==> config.mk <==
export PLATFORM = sky130hd
export DESIGN_NAME = sequence_gen
export DESIGN_NICKNAME = d
export VERILOG_FILES = /design/src/rtl/sequence_gen.sv
export SDC_FILE = /design/constraint.sdc
export NUM_CORES = 1
export LEC_CHECK = 0
export ABC_AREA = 1
export BUFFER_PORTS_ARGS = -buffer_cell sky130_fd_sc_hd__buf_2
export CAP_MARGIN = 10
export CORE_UTILIZATION = 61
export CTS_CLUSTER_DIAMETER = 50
export DETAILED_ROUTE_END_ITERATION = 10
export PLACE_DENSITY = 0.86
export RECOVER_POWER = 50
export SLEW_MARGIN = 20
export SYNTH_ARGS = -nofsm -noshare
export SYNTH_HDL_FRONTEND = slang
export SYNTH_SLANG_ARGS = --single-unit
==> constraint.sdc <==
create_clock -name clk -period 2.95 [get_ports clk]
set_input_delay 0.1475 -clock clk [delete_from_list [all_inputs] [get_ports clk]]
set_output_delay 0.1475 -clock clk [all_outputs]
set_load 0.05 [all_outputs]
==> src/rtl/sequence_gen.sv <==
// Serial pattern transmitter: latches a pattern field on start and shifts it out MSB-first,
// one bit per divided-clock tick, with optional seamless repeat and a running "111" event count.
module sequence_gen #(
    parameter int DIV = 4,
    parameter int PW  = 8
) (
    input  logic          clk,
    input  logic          rst,
    input  logic          start,
    input  logic [PW-1:0] pattern,
    input  logic [3:0]    len,
    input  logic          rpt,
    output logic          out,
    output logic          valid,
    output logic          tick,
    output logic          busy,
    output logic          done,
    output logic [1:0]    state,
    output logic [7:0]    hits
);

    typedef enum logic [1:0] {
        ST_IDLE  = 2'b00,
        ST_LOAD  = 2'b01,
        ST_SHIFT = 2'b10,
        ST_DONE  = 2'b11
    } state_e;

    localparam int            CW      = (DIV > 1) ? $clog2(DIV) : 1;
    localparam logic [CW-1:0] CNT_MAX = CW'(DIV - 1);
    localparam logic [3:0]    PW_L    = 4'(PW);

    logic [CW-1:0] cnt_q, cnt_d;
    state_e        state_q, state_d;
    logic [PW-1:0] shadow_q, shadow_d;
    logic [3:0]    len_q, len_d;
    logic [3:0]    bitcnt_q, bitcnt_d;
    logic [1:0]    hist_q, hist_d;
    logic [7:0]    hits_q, hits_d;
    logic          out_q, out_d;
    logic          valid_q, valid_d;
    logic          busy_q, busy_d;
    logic          done_q, done_d;

    logic [15:0]   shadow_ext;
    logic [3:0]    len_clamped;
    logic          emit;
    logic [3:0]    emit_idx;
    logic          emit_bit;

    // Divider free-runs independently of the FSM so tick phase is fixed from reset.
    always_comb begin
        cnt_d = (cnt_q == CNT_MAX) ? '0 : cnt_q + CW'(1);
    end

    assign tick        = (cnt_q == CNT_MAX);
    assign shadow_ext  = {{(16 - PW){1'b0}}, shadow_q};
    assign len_clamped = (len > PW_L) ? PW_L : len;

    // Handshake: start is a level request that is consumed only on an edge where the FSM is
    // in IDLE and len is non-zero; at all other times it is ignored and never queued.
    always_comb begin
        state_d  = state_q;
        shadow_d = shadow_q;
        len_d    = len_q;
        bitcnt_d = bitcnt_q;
        hist_d   = hist_q;
        hits_d   = hits_q;
        out_d    = out_q;
        valid_d  = valid_q;
        emit     = 1'b0;
        emit_idx = len_q - 4'd1;
        emit_bit = 1'b0;

        case (state_q)
            ST_IDLE: begin
                if (start && (len != 4'd0)) begin
                    shadow_d = pattern;
                    len_d    = len_clamped;
                    hist_d   = 2'b00;
                    hits_d   = 8'd0;
                    state_d  = ST_LOAD;
                end
            end
            ST_LOAD: begin
                if (tick) begin
                    emit     = 1'b1;
                    emit_idx = len_q - 4'd1;
                    bitcnt_d = len_q - 4'd1;
                    state_d  = ST_SHIFT;
                end
            end
            ST_SHIFT: begin
                if (tick) begin
                    if (bitcnt_q != 4'd0) begin
                        emit     = 1'b1;
                        emit_idx = bitcnt_q - 4'd1;
                        bitcnt_d = bitcnt_q - 4'd1;
                    end else if (rpt) begin
                        emit     = 1'b1;
                        emit_idx = len_q - 4'd1;
                        bitcnt_d = len_q - 4'd1;
                    end else begin
                        out_d   = 1'b0;
                        valid_d = 1'b0;
                        state_d = ST_DONE;
                    end
                end
            end
            default: begin
                state_d = ST_IDLE;
            end
        endcase

        // Repeat boundaries keep the history, so a run of 1s spanning two passes still counts.
        if (emit) begin
            emit_bit = shadow_ext[emit_idx];
            out_d    = emit_bit;
            valid_d  = 1'b1;
            hist_d   = {hist_q[0], emit_bit};
            if (emit_bit && (hist_q == 2'b11) && (hits_q != 8'hFF)) begin
                hits_d = hits_q + 8'd1;
            end
        end

        busy_d = (state_d == ST_LOAD) || (state_d == ST_SHIFT);
        done_d = (state_d == ST_DONE);
    end

    always_ff @(posedge clk) begin
        if (rst) begin
            cnt_q    <= '0;
            state_q  <= ST_IDLE;
            shadow_q <= '0;
            len_q    <= 4'd0;
            bitcnt_q <= 4'd0;
            hist_q   <= 2'b00;
            hits_q   <= 8'd0;
            out_q    <= 1'b0;
            valid_q  <= 1'b0;
            busy_q   <= 1'b0;
            done_q   <= 1'b0;
        end else begin
            cnt_q    <= cnt_d;
            state_q  <= state_d;
            shadow_q <= shadow_d;
            len_q    <= len_d;
            bitcnt_q <= bitcnt_d;
            hist_q   <= hist_d;
            hits_q   <= hits_d;
            out_q    <= out_d;
            valid_q  <= valid_d;
            busy_q   <= busy_d;
            done_q   <= done_d;
        end
    end

    assign out   = out_q;
    assign valid = valid_q;
    assign busy  = busy_q;
    assign done  = done_q;
    assign state = state_q;
    assign hits  = hits_q;

endmodule

== After elaboration in Yosys (flattened, before gate mapping) ==
Index checks and enable logic that the tools add are counted.
Widths: inputs -> output; s select.

* Register bits: 34
* Input port bits: 16
* Output and inout port bits: 15
* Word-level logic and storage cells: 82

* Magnitude comparators: 2
* Mux-type cells: 35
* $add $sub $neg: 4
* Eq/ne operators: 13
* Reductions and logical operators: 17

{| class="wikitable"
|+ Operators by type and width
! operator !! count
|-
| $mux 4 || 8
|-
| $mux 8 || 4
|-
| $mux 2 || 8
|-
| $mux 1 || 11
|-
| $eq 2x2->1 const B || 5
|-
| $reduce_bool 2->1 || 5
|-
| $add 8x1->8 const B || 1
|-
| $ne 8x8->1 const B || 1
|-
| $pmux 4 s2 || 1
|-
| $reduce_and 4->1 || 2
|-
| $reduce_bool 4->1 || 2
|-
| $sub 4x1->4 const B || 2
|-
| $ne 2x2->1 const B || 3
|-
| $pmux 2 s3 || 1
|-
| $lt 4x5->1 const B || 1
|-
| $bmux 1 s4 || 1
|-
| $eq 2x1->1 const B || 2
|-
| $gt 4x4->1 const B || 1
|-
| $reduce_and 2->1 || 2
|-
| $logic_and 1x1->1 || 3
|-
| $ne 3x3->1 const B || 1
|-
| $add 2x1->2 const B || 1
|-
| $logic_not 2->1 || 1
|-
| $ne 2x1->1 const B || 1
|-
| other kinds (3) || 3
|}

== Logic depth before layout (Yosys ltp) ==
Gate-level depths: netlist of the first run.

* Depth after elaboration: 10
* Gate-level depth with buffers: 15

== Least setup slack after synthesis of the first run ==
Ideal clock, no wire load.

* Kind: flip-flop to flip-flop
* Start point: register state_q[0], in the netlist state[0]
* End point: register hits_q[7], in the netlist hits[7]
* Buffers on the path: 0
* Setup slack: 0.682 ns
* Library setup time: 0.109 ns
* Cell stages (with the launch flop): 15
* Data arrival time: 2.160 ns
* Cells stage by stage: dfxtp_1 > inv_1 > ha_1 > nand2_4 > clkinv_8 > nand3_4 > nand3_1 > nand3_1 > nand3_2 > nand2_4 > nand3_4 > nand2_1 > nand3_1 > nand2_1 > inv_1

* Cells in the longest elaborated chain, start to end: 8
* Elaborated cells between the ends (all ways): 12
* Classes of those cells: 2 x eq/ne; 7 x mux; 3 x reduce/logical

{| class="wikitable"
|+ RTL lines
! what !! line !! RTL
|-
| start, declared || 34 || <nowiki>state_e state_q, state_d;</nowiki>
|-
| start signal, assigned || 145 || <nowiki>state_q <= state_d;</nowiki>
|-
| $eq 2x2->1 || 75 || <nowiki>case (state_q)</nowiki>
|-
| $mux 4 || - ||
|-
| $bmux 1 s4 || 117 || <nowiki>emit_bit = shadow_ext[emit_idx];</nowiki>
|-
| $mux 1 (implied by the code) || 117 ||
|-
| $logic_and 1x1->1 (2 in series) || 121 || <nowiki>if (emit_bit && (hist_q == 2'b11) && (hits_q != 8'hFF)) begin</nowiki>
|-
| $mux 8 || 121 ||
|-
| $mux 8 * || 116 || <nowiki>if (emit) begin</nowiki>
|-
| end signal, assigned || 150 || <nowiki>hits_q <= hits_d;</nowiki>
|-
| end, declared || 39 || <nowiki>logic [7:0] hits_q, hits_d;</nowiki>
|}

Every way passes the cells marked *; elsewhere a longest branch is shown, timed or not. The select of a mux whose other input is x is not followed.
A chain may end at the register's enable or synchronous reset.

== Worst setup path in the final report of the first run ==
* Start point: register state_q[0], in the netlist state[0]
* End point: register hits_q[1], in the netlist hits[1]

Same word-level chain as after synthesis.

==> reports/results.ini, run 1 <==
[floorplan]
rows = 21
core_um2 = 3363
die_h_um = 61.43
start_util_pct = 64.06
die_area_um2 = 3774
fp.dieW_um = 61.43
num_io_pins = 31

[min_path]
min_path_type = primary input to flip-flop
min_to = len_q[1]$_SDFFE_PP0P_
hold_path_startpoint = len[1]
whs_path_depth = 3

[cells_and_area]
fillers = 321
final_layout_size_suffix_gt1_share_pct = 18.75
fin_nets = 345
multi_input_area_um2 = 1260
final-seq-area_um2 = 680.7
final_cell_area_um2 = 2369
diodes = 0
syn_to_final_growth_pct = 9.930

[synth]
ys_warn_count = 0
ys_ff_latch = 34
syn-cell-area_um2 = 2155
avgSynthCellArea_um2 = 7.507
synth_compound_area_share_pct = 12.95
synthMuxAreaShare_pct = 0
yosysSeqAreaShare_pct = 31.59
netlist_instances = 287
syn-num-nets = 313
synth_top_family_by_area = simple AND/OR/NAND/NOR gates
ys_types = 39
synth-xor-area-share_pct = 4.007
synthAdderAreaFrac_pct = 5.807
synthSimpleGateAreaFrac_pct = 35.83

[timing]
relSlewSlack_pct = 60.61
max_slew.worst_pin.slew_ns = 0.5934
maxSlewViolCount = 0
setup_viol = 0
setup_ws_ns = 0.6369
max_freq_mhz = 432.3
hold_slack_ns = 0.05492
post-route-period-util_pct = 78.41
setup_tns_ns = 0
rsz0062_at_grt = false
hold_violations = 0
post-route-min-period_ns = 2.313
finClkSkew_ns = 0.009891

[clocking]
cts_sinks = 34
clockRootBuffer = clkbuf_4
htreeDepth = 2
cts_buffers = 5
cts_tree = built
cts_max_path_buffers = 2
clk_latency_ns = 0.35
path_clk_slew_ns = 0.10
post_cts_buffers = 0
holdBufCountCts = 0
cts_resized = 0

[worst_setup_path]
endpoint_kind = flip-flop
rrSetupSlack_ns = 0.64
worstPathArrival_ns = 2.61
cp-start-kind = flip-flop
worstPathRequired_ns = 3.24
r2r_end = hits[1]$_SDFF_PP0_
critPathKind = flip-flop to flip-flop
critPathMaxFanout = 11
reg2reg_depth = 10
timing.rr.start = state[0]$_SDFF_PP0_

[route]
detail_route.iter0.violations = 107
wl_per_cell_um = 12.60
drc_errors = 0
final_antenna_net_count = 0
vias = 1977
dr.pass1.iters = 4
totalWireLength_um = 4610
via_per_inst = 5.402

[place]
dpl_cell_area_um2 = 2326
preCtsSetupSlack_ns = 0.6715
gp_congestion = 0.9051
hpwl_um = 3481
io_buffers = 30

[status]
status = complete, no violations

[global_routing]
antenna_found_initial = 0
grt_max_degree = 29
grt_overflow_total = 0
grt_util_all_layers_pct = 27.42
grt_pass1_wl_um = 7389
grt_pass1_vias = 1725

[power_and_ir_drop]
peakVddDrop_v = 0.0003557
p_per_area_nw_per_um2 = 436.8
p_leak_nw = 1.056

[flow_run]
drv_cap = 0

-- final cells by class --
type | instances | share of cell area (%)
clock inverters | 2 | 0.5283
multi-input cells | 206 | 53.20
inverters | 41 | 7.079
repair buffers | 31 | 5.864
clock buffers | 6 | 2.166
well taps | 46 | 2.430
flip-flops and latches | 34 | 28.74
-- per-stage QoR --
stage | total power, W | utilization (%) | instances
final | 0.001035 | 70.42 | 366
after global routing | 0.001097 | 70.42 | 366
after CTS | 0.001044 | 71.06 | 366
after detailed placement | 0.0007648 | 69.16 | 358
after global placement | 0.0007571 | 69.16 | 358
after floorplan | 0.0007118 | - | 287
-- worst max-delay path, stage by stage, from the launching register on --
cell,delay [ns]
dfxtp_1,0.36
inv_1,0.12
ha_1,0.35
nand2_4,0.19
nand2_1,0.13
nand3_1,0.35
inv_1,0.37
nand4_4,0.16
nand2_1,0.09
nand2_1,0.04
nor2_1,0.08
-- worst max-delay path by stage --
stage	from	to	slack, ns	cells after the start
floorplan	state[0]$_SDFF_PP0_	hits[7]$_SDFF_PP0_	0.68	14
global placement	state[0]$_SDFF_PP0_	hits[2]$_SDFF_PP0_	0.72	9
detailed placement	state[0]$_SDFF_PP0_	hits[2]$_SDFF_PP0_	0.67	9
CTS	state[0]$_SDFF_PP0_	hits[2]$_SDFF_PP0_	0.66	10
global route	state[0]$_SDFF_PP0_	hits[0]$_SDFF_PP0_	0.43	10
finish	state[0]$_SDFF_PP0_	hits[1]$_SDFF_PP0_	0.64	10
-- cell usage in the layout, fill, tap and decap left out, types with 7 or more instances in the layout --
cell and count:
a21oi_1 26, clkbuf_1 15, ha_1 10, nand2_1 56, buf_2 15, nand3_1 37, inv_1 36, dfxtp_1 34
nor2_1 15, xor2_1 7, nand2_2 7
-- report_power, final --
group / leakage, nW / switching [W] / internal [W]
registers: 0.277 / 0.0000152 / 0.000483
clock network: 0.0343 / 0.000166 / 0.000114
logic: 0.745 / 0.000173 / 0.0000829
-- registers in the layout, indices dropped and copies added (netlist names) --
signal	count
out	1
busy	1
done	1
cnt_q	2
shadow_q	8
state	2
hits	8
len_q	4
hist_q	2
valid	1
bitcnt_q	4
-- kinds of logic after synthesis --
| logic type | count (synthesis) |
|---|---|
| and+or+nand+nor | 143 |
| buffers and inverters | 47 |
| AOI/OAI and AO/OA | 44 |
| DFF | 34 |
| adders and majority gates | 10 |
| xor gates and xnor gates | 9 |
-- synthesized netlist by cell type (all sizes together) --
cell,number,area share (%)
nand2,66,13
o21ai,9,2.6
ha,10,5.8
clkbuf,5,1.8
and2,1,0.29
inv,39,6.8
nor3,2,0.46
dfxtp,34,32
buf,1,0.23
o211ai,1,0.35
and3,1,0.35
nor4,1,0.29
clkinv,2,0.99
a211oi,1,0.35
nand3,46,14
xnor2,1,0.41
nor3b,1,0.35
or2,1,0.29
o21bai,1,0.87
a221oi,4,1.6
nor2,18,3.7
xor2,8,3.6
a22oi,1,0.35
a21oi,27,6.8
nand4,6,2.4
-- routing by layer --
layer  global-route usage [%]  wire, um  vias up
met4                    14.60       118        0
met1                    35.40      2125      886
met3                    7.773       265       15
met2                    41.61      2101       62
li1                         -         -     1014
met5                        0         0        -
Power figures use the tool's default switching activity.
==> inputs of run 2 (changes only) <==
Settings changed: CORE_UTILIZATION 61 to 51, PLACE_DENSITY 0.86 to 0.77.
Clock period 2.95 ns to 2.1 ns, I/O delays scaled along.
==> reports/results.ini, run 2 (synthesized netlist as in run 1, its figures left out) <==
[route]
via_per_inst = 5.306
totalWireLength_um = 4816
vias = 1995
drc_errors = 0
final_antenna_net_count = 0
wl_per_cell_um = 12.81
detail_route.iter0.violations = 101
dr.pass1.iters = 4

[floorplan]
num_io_pins = 31
die_h_um = 67.00
fp.dieW_um = 67.00
rows = 23
core_um2 = 4029
start_util_pct = 53.48
die_area_um2 = 4488

[clocking]
path_clk_slew_ns = 0.07
cts_tree = built
cts_sinks = 34
cts_buffers = 5
holdBufCountCts = 0
clk_latency_ns = 0.29
clockRootBuffer = clkbuf_8
cts_max_path_buffers = 2
htreeDepth = 2

[min_path]
min_path_type = primary input to flip-flop

[timing]
post-route-min-period_ns = 1.964
rsz0062_at_grt = false
maxSlewViolCount = 0
hold_violations = 0
max_slew.worst_pin.slew_ns = 0.5987
relSlewSlack_pct = 60.26
finClkSkew_ns = 0.004864
setup_ws_ns = 0.1362
max_freq_mhz = 509.2
post-route-period-util_pct = 93.52
setup_tns_ns = 0
setup_viol = 0

[global_routing]
grt_max_degree = 22
grt_util_all_layers_pct = 24.50
grt_pass1_wl_um = 8224
antenna_found_initial = 0
grt_pass1_vias = 1864
grt_overflow_total = 0

[power_and_ir_drop]
peakVddDrop_v = 0.0003514
p_leak_nw = 1.096
p_per_area_nw_per_um2 = 622.1

[status]
status = complete, no violations

[cells_and_area]
fillers = 392
finalCoreUtilization_pct = 61.27
final_common_cell = nand2_1
final_cell_area_um2 = 2469
final_layout_size_suffix_gt1_share_pct = 22.09
fin_nets = 352
final_cell_mix = 55 x nand2_1, 35 x inv_1, 35 x nand3_1
syn_to_final_growth_pct = 14.58
diodes = 0

[flow_run]
drv_cap = 0

[worst_setup_path]
critPathKind = flip-flop to flip-flop
crit_buf_inv = 3
worstPathArrival_ns = 2.15
worstPathRequired_ns = 2.29
cp-start-kind = flip-flop
path_cells = inv_2 -> ha_1 -> inv_2 -> nand3_2 -> nand3_2 -> o21ai_2 -> nand3_1 -> nand3_2 -> nand2_4 -> nand3_4 -> nand2_1 -> nand3_1 -> nand2_1 -> inv_1
slowest_delay_ns = 0.38
critPathSlowestCell = dfxtp_4
endpoint_kind = flip-flop
critPathMaxFanout = 7
crit_family = simple AND/OR/NAND/NOR gates
crit_path_frequent_cell = nand3_2

[place]
dpl_cell_area_um2 = 2379
preCtsSetupSlack_ns = 0.009457
hpwl_um = 3565
io_buffers = 30
gp_congestion = 0.8462

run 2: metrics by stage:
| stage | cells | hold WS [ns] | total power (W) |
|---|---|---|---|
| 5_1_grt | 376 | 0.08301 | 0.001623 |
| 4_1_cts | 375 | 0.06639 | 0.001552 |
| 2_1_floorplan | 287 | 0.2479 | 0.001001 |
| 3_5_place_dp | 368 | 0.3770 | 0.001084 |
| 3_3_place_gp | 368 | 0.3685 | 0.001077 |
| 6_report | 376 | 0.07349 | 0.001536 |
run 2: layout make-up:
class	count	area [um2]	area share (%)
tap	50	62.56	2.534
inverter	41	167.7	6.792
sequential	34	690.7	27.98
timing repair buffer	38	183.9	7.451
clock buffer	7	76.32	3.092
multi-input combinational	206	1287	52.15
run 2: final timing paths:
check,start,end,slack (ns),depth (start not counted)
setup / recovery,len_q[0]$_SDFFE_PP0P_,hits[7]$_SDFF_PP0_,0.14,14
hold / removal,len[2],len_q[2]$_SDFFE_PP0P_,0.07,3
setup reg to reg,len_q[0]$_SDFFE_PP0P_,hits[7]$_SDFF_PP0_,0.14,14
hold reg to reg,cnt_q[0]$_SDFF_PP0_,cnt_q[0]$_SDFF_PP0_,0.43,1
run 2: worst min-delay path, delay by kind of cell:
family	cells	cell delay, ns
buf+inv	1	0.11
compound gates	1	0.05
simple gates	1	0.06
run 2: layer usage:
layer,vias up,part of all wire (%),GRT usage (%)
li1,1030,-,-
met1,900,47,31.17
met5,-,0,0
met3,10,5.4,6.164
met4,0,1.8,10.37
met2,55,46,38.76
run 2: power by group:
group	total [W]	switching (W)	internal (W)
combinational	0.000371	0.000246	0.000125
clock	0.000463	0.000234	0.000228
sequential	0.000702	0.0000228	0.000679
total	0.00154	0.000503	0.00103
run 2: what timing repair did:
| item | in CTS | in global routing |
|---|---|---|
| resized for setup | 1 | 10 |
| pin swaps | 0 | 2 |
| endpoints found under the setup margin | 7 | 8 |
| buffers inserted | 0 | 1 |
| gates cloned | 0 | 0 |
==> inputs of run 3 (changes only) <==
Settings changed: CORE_MARGIN set to 5, CORE_UTILIZATION 51 to 53, CTS_BUF_LIST set to sky130_fd_sc_hd__clkbuf_2 sky130_fd_sc_hd__clkbuf_4 sky130_fd_sc_hd__clkbuf_8, PLACE_DENSITY 0.77 to 0.8.
==> reports/results.ini, run 3 (synthesized netlist as in run 1, its figures left out) <==
[status]
status = complete, no violations

[clocking]
cts_sinks = 34
clk_latency_ns = 0.29
holdBufCountCts = 0
htreeDepth = 2
clockRootBuffer = clkbuf_8
cts_tree = built
cts_max_path_buffers = 2
cts_buffers = 5
path_clk_slew_ns = 0.07

[worst_setup_path]
r2r_end = hits[3]$_SDFF_PP0_
worstPathArrival_ns = 2.10
reg2reg_depth = 12
critPathKind = flip-flop to flip-flop
critPathMaxFanout = 7
cp-start-kind = flip-flop
startpoint = state[0]$_SDFF_PP0_
endpoint = hits[3]$_SDFF_PP0_
worstPathRequired_ns = 2.29
rrSetupSlack_ns = 0.19
timing.rr.start = state[0]$_SDFF_PP0_
endpoint_kind = flip-flop

[timing]
hold_slack_ns = 0.07127
setup_viol = 0
setup_tns_ns = 0
maxSlewViolCount = 0
finClkSkew_ns = 0.006363
setup_ws_ns = 0.1910
post-route-period-util_pct = 90.91
max_freq_mhz = 523.8
relSlewSlack_pct = 59.97
max_slew.worst_pin.slew_ns = 0.6030
rsz0062_at_grt = false
post-route-min-period_ns = 1.909
hold_violations = 0

[floorplan]
start_util_pct = 54.25
die_h_um = 73.76
rows = 23
num_io_pins = 31
die_area_um2 = 5441
core_um2 = 3971
fp.dieW_um = 73.76

[route]
detail_route.iter0.violations = 157
drc_errors = 0
dr.pass1.iters = 4
totalWireLength_um = 4712
vias = 1979
wl_per_cell_um = 12.47
via_per_inst = 5.235
final_antenna_net_count = 0

[cells_and_area]
fin_nets = 353
final_layout_size_suffix_gt1_share_pct = 21.04
diodes = 0
finalCoreUtilization_pct = 62.60
final_cell_area_um2 = 2486
final_cell_mix = 56 x nand2_1, 37 x nand3_1, 36 x inv_1
syn_to_final_growth_pct = 15.39
final_common_cell = nand2_1

[global_routing]
antenna_found_initial = 0
grt_overflow_total = 0
grt_pass1_wl_um = 8238
grt_max_degree = 29
grt_util_all_layers_pct = 19.43
grt_pass1_vias = 1846

[place]
io_buffers = 30
dpl_cell_area_um2 = 2386
hpwl_um = 3589
gp_congestion = 0.8828
preCtsSetupSlack_ns = 0.07261

[min_path]
min_path_type = primary input to flip-flop

[power_and_ir_drop]
p_leak_nw = 1.106
p_per_area_nw_per_um2 = 656.9
peakVddDrop_v = 0.0005655

[flow_run]
drv_cap = 0

[run 3: cell types whose count changed in the layout (fill, tap and decap cells not counted), sizes merged]
cell    delta
clkbuf     +2
[run 3: worst max-delay path: stages, from the launching register on]
cell	delay, ns
dfxtp_2	0.34
inv_1	0.15
ha_4	0.21
nand2_4	0.12
buf_4	0.18
o21ai_2	0.21
nand3_2	0.12
nand2_4	0.14
nand3_4	0.10
nand2_1	0.08
nand3_1	0.07
nand2_1	0.07
inv_1	0.04
[run 3: stage by stage]
stage | power (W) | std cells
final | 0.001633 | 378
after global routing | 0.001731 | 378
after CTS | 0.001659 | 377
after detailed placement | 0.001089 | 369
after global placement | 0.001080 | 369
after floorplan | 0.001001 | 287
[run 3: timing repair]
| action | CTS | global route |
|---|---|---|
| resized for setup | 0 | 3 |
| setup endpoints to repair | 0 | 8 |
| buffers inserted | 0 | 1 |
[run 3: layer usage]
metal  wire length (um)  part of all wire (%)  vias up  track usage, %
li1                   -                     -     1030               -
met1               2187                    46      889           25.69
met2               2132                    45       51           30.02
met3                282                   6.0        9           4.514
met4                110                   2.3        0           8.451
met5                  0                     0        -               0
[run 3: how the worst min path moves through the flow]
stage / slack [ns] / startpoint / cells after the start / end
4_1_cts: 0.06 / len[2] / 3 / len_q[2]$_SDFFE_PP0P_
6_report: 0.07 / len[2] / 3 / len_q[2]$_SDFFE_PP0P_
2_1_floorplan: 0.25 / len[2] / 2 / len_q[2]$_SDFFE_PP0P_
3_5_place_dp: 0.37 / len[0] / 3 / len_q[0]$_SDFFE_PP0P_
5_1_grt: 0.08 / len[1] / 3 / len_q[1]$_SDFFE_PP0P_
3_3_place_gp: 0.36 / len[0] / 3 / len_q[0]$_SDFFE_PP0P_
[run 3: layout make-up]
type / count / area, um2
Timing Repair Buffer: 39 / 187.7
Inverter: 41 / 167.7
Tap cell: 50 / 62.56
Sequential cell: 34 / 683.2
Fill cell: 375 / 1485
Clock buffer: 8 / 110.1
Multi-Input combinational cell: 206 / 1275
[run 3: power breakdown]
| part | total (W) | internal [W] | switching (W) |
|---|---|---|---|
| combinational | 0.000369 | 0.000126 | 0.000243 |
| clock | 0.000563 | 0.000331 | 0.000232 |
| sequential | 0.000701 | 0.000680 | 0.0000213 |
| total | 0.00163 | 0.00114 | 0.000496 |
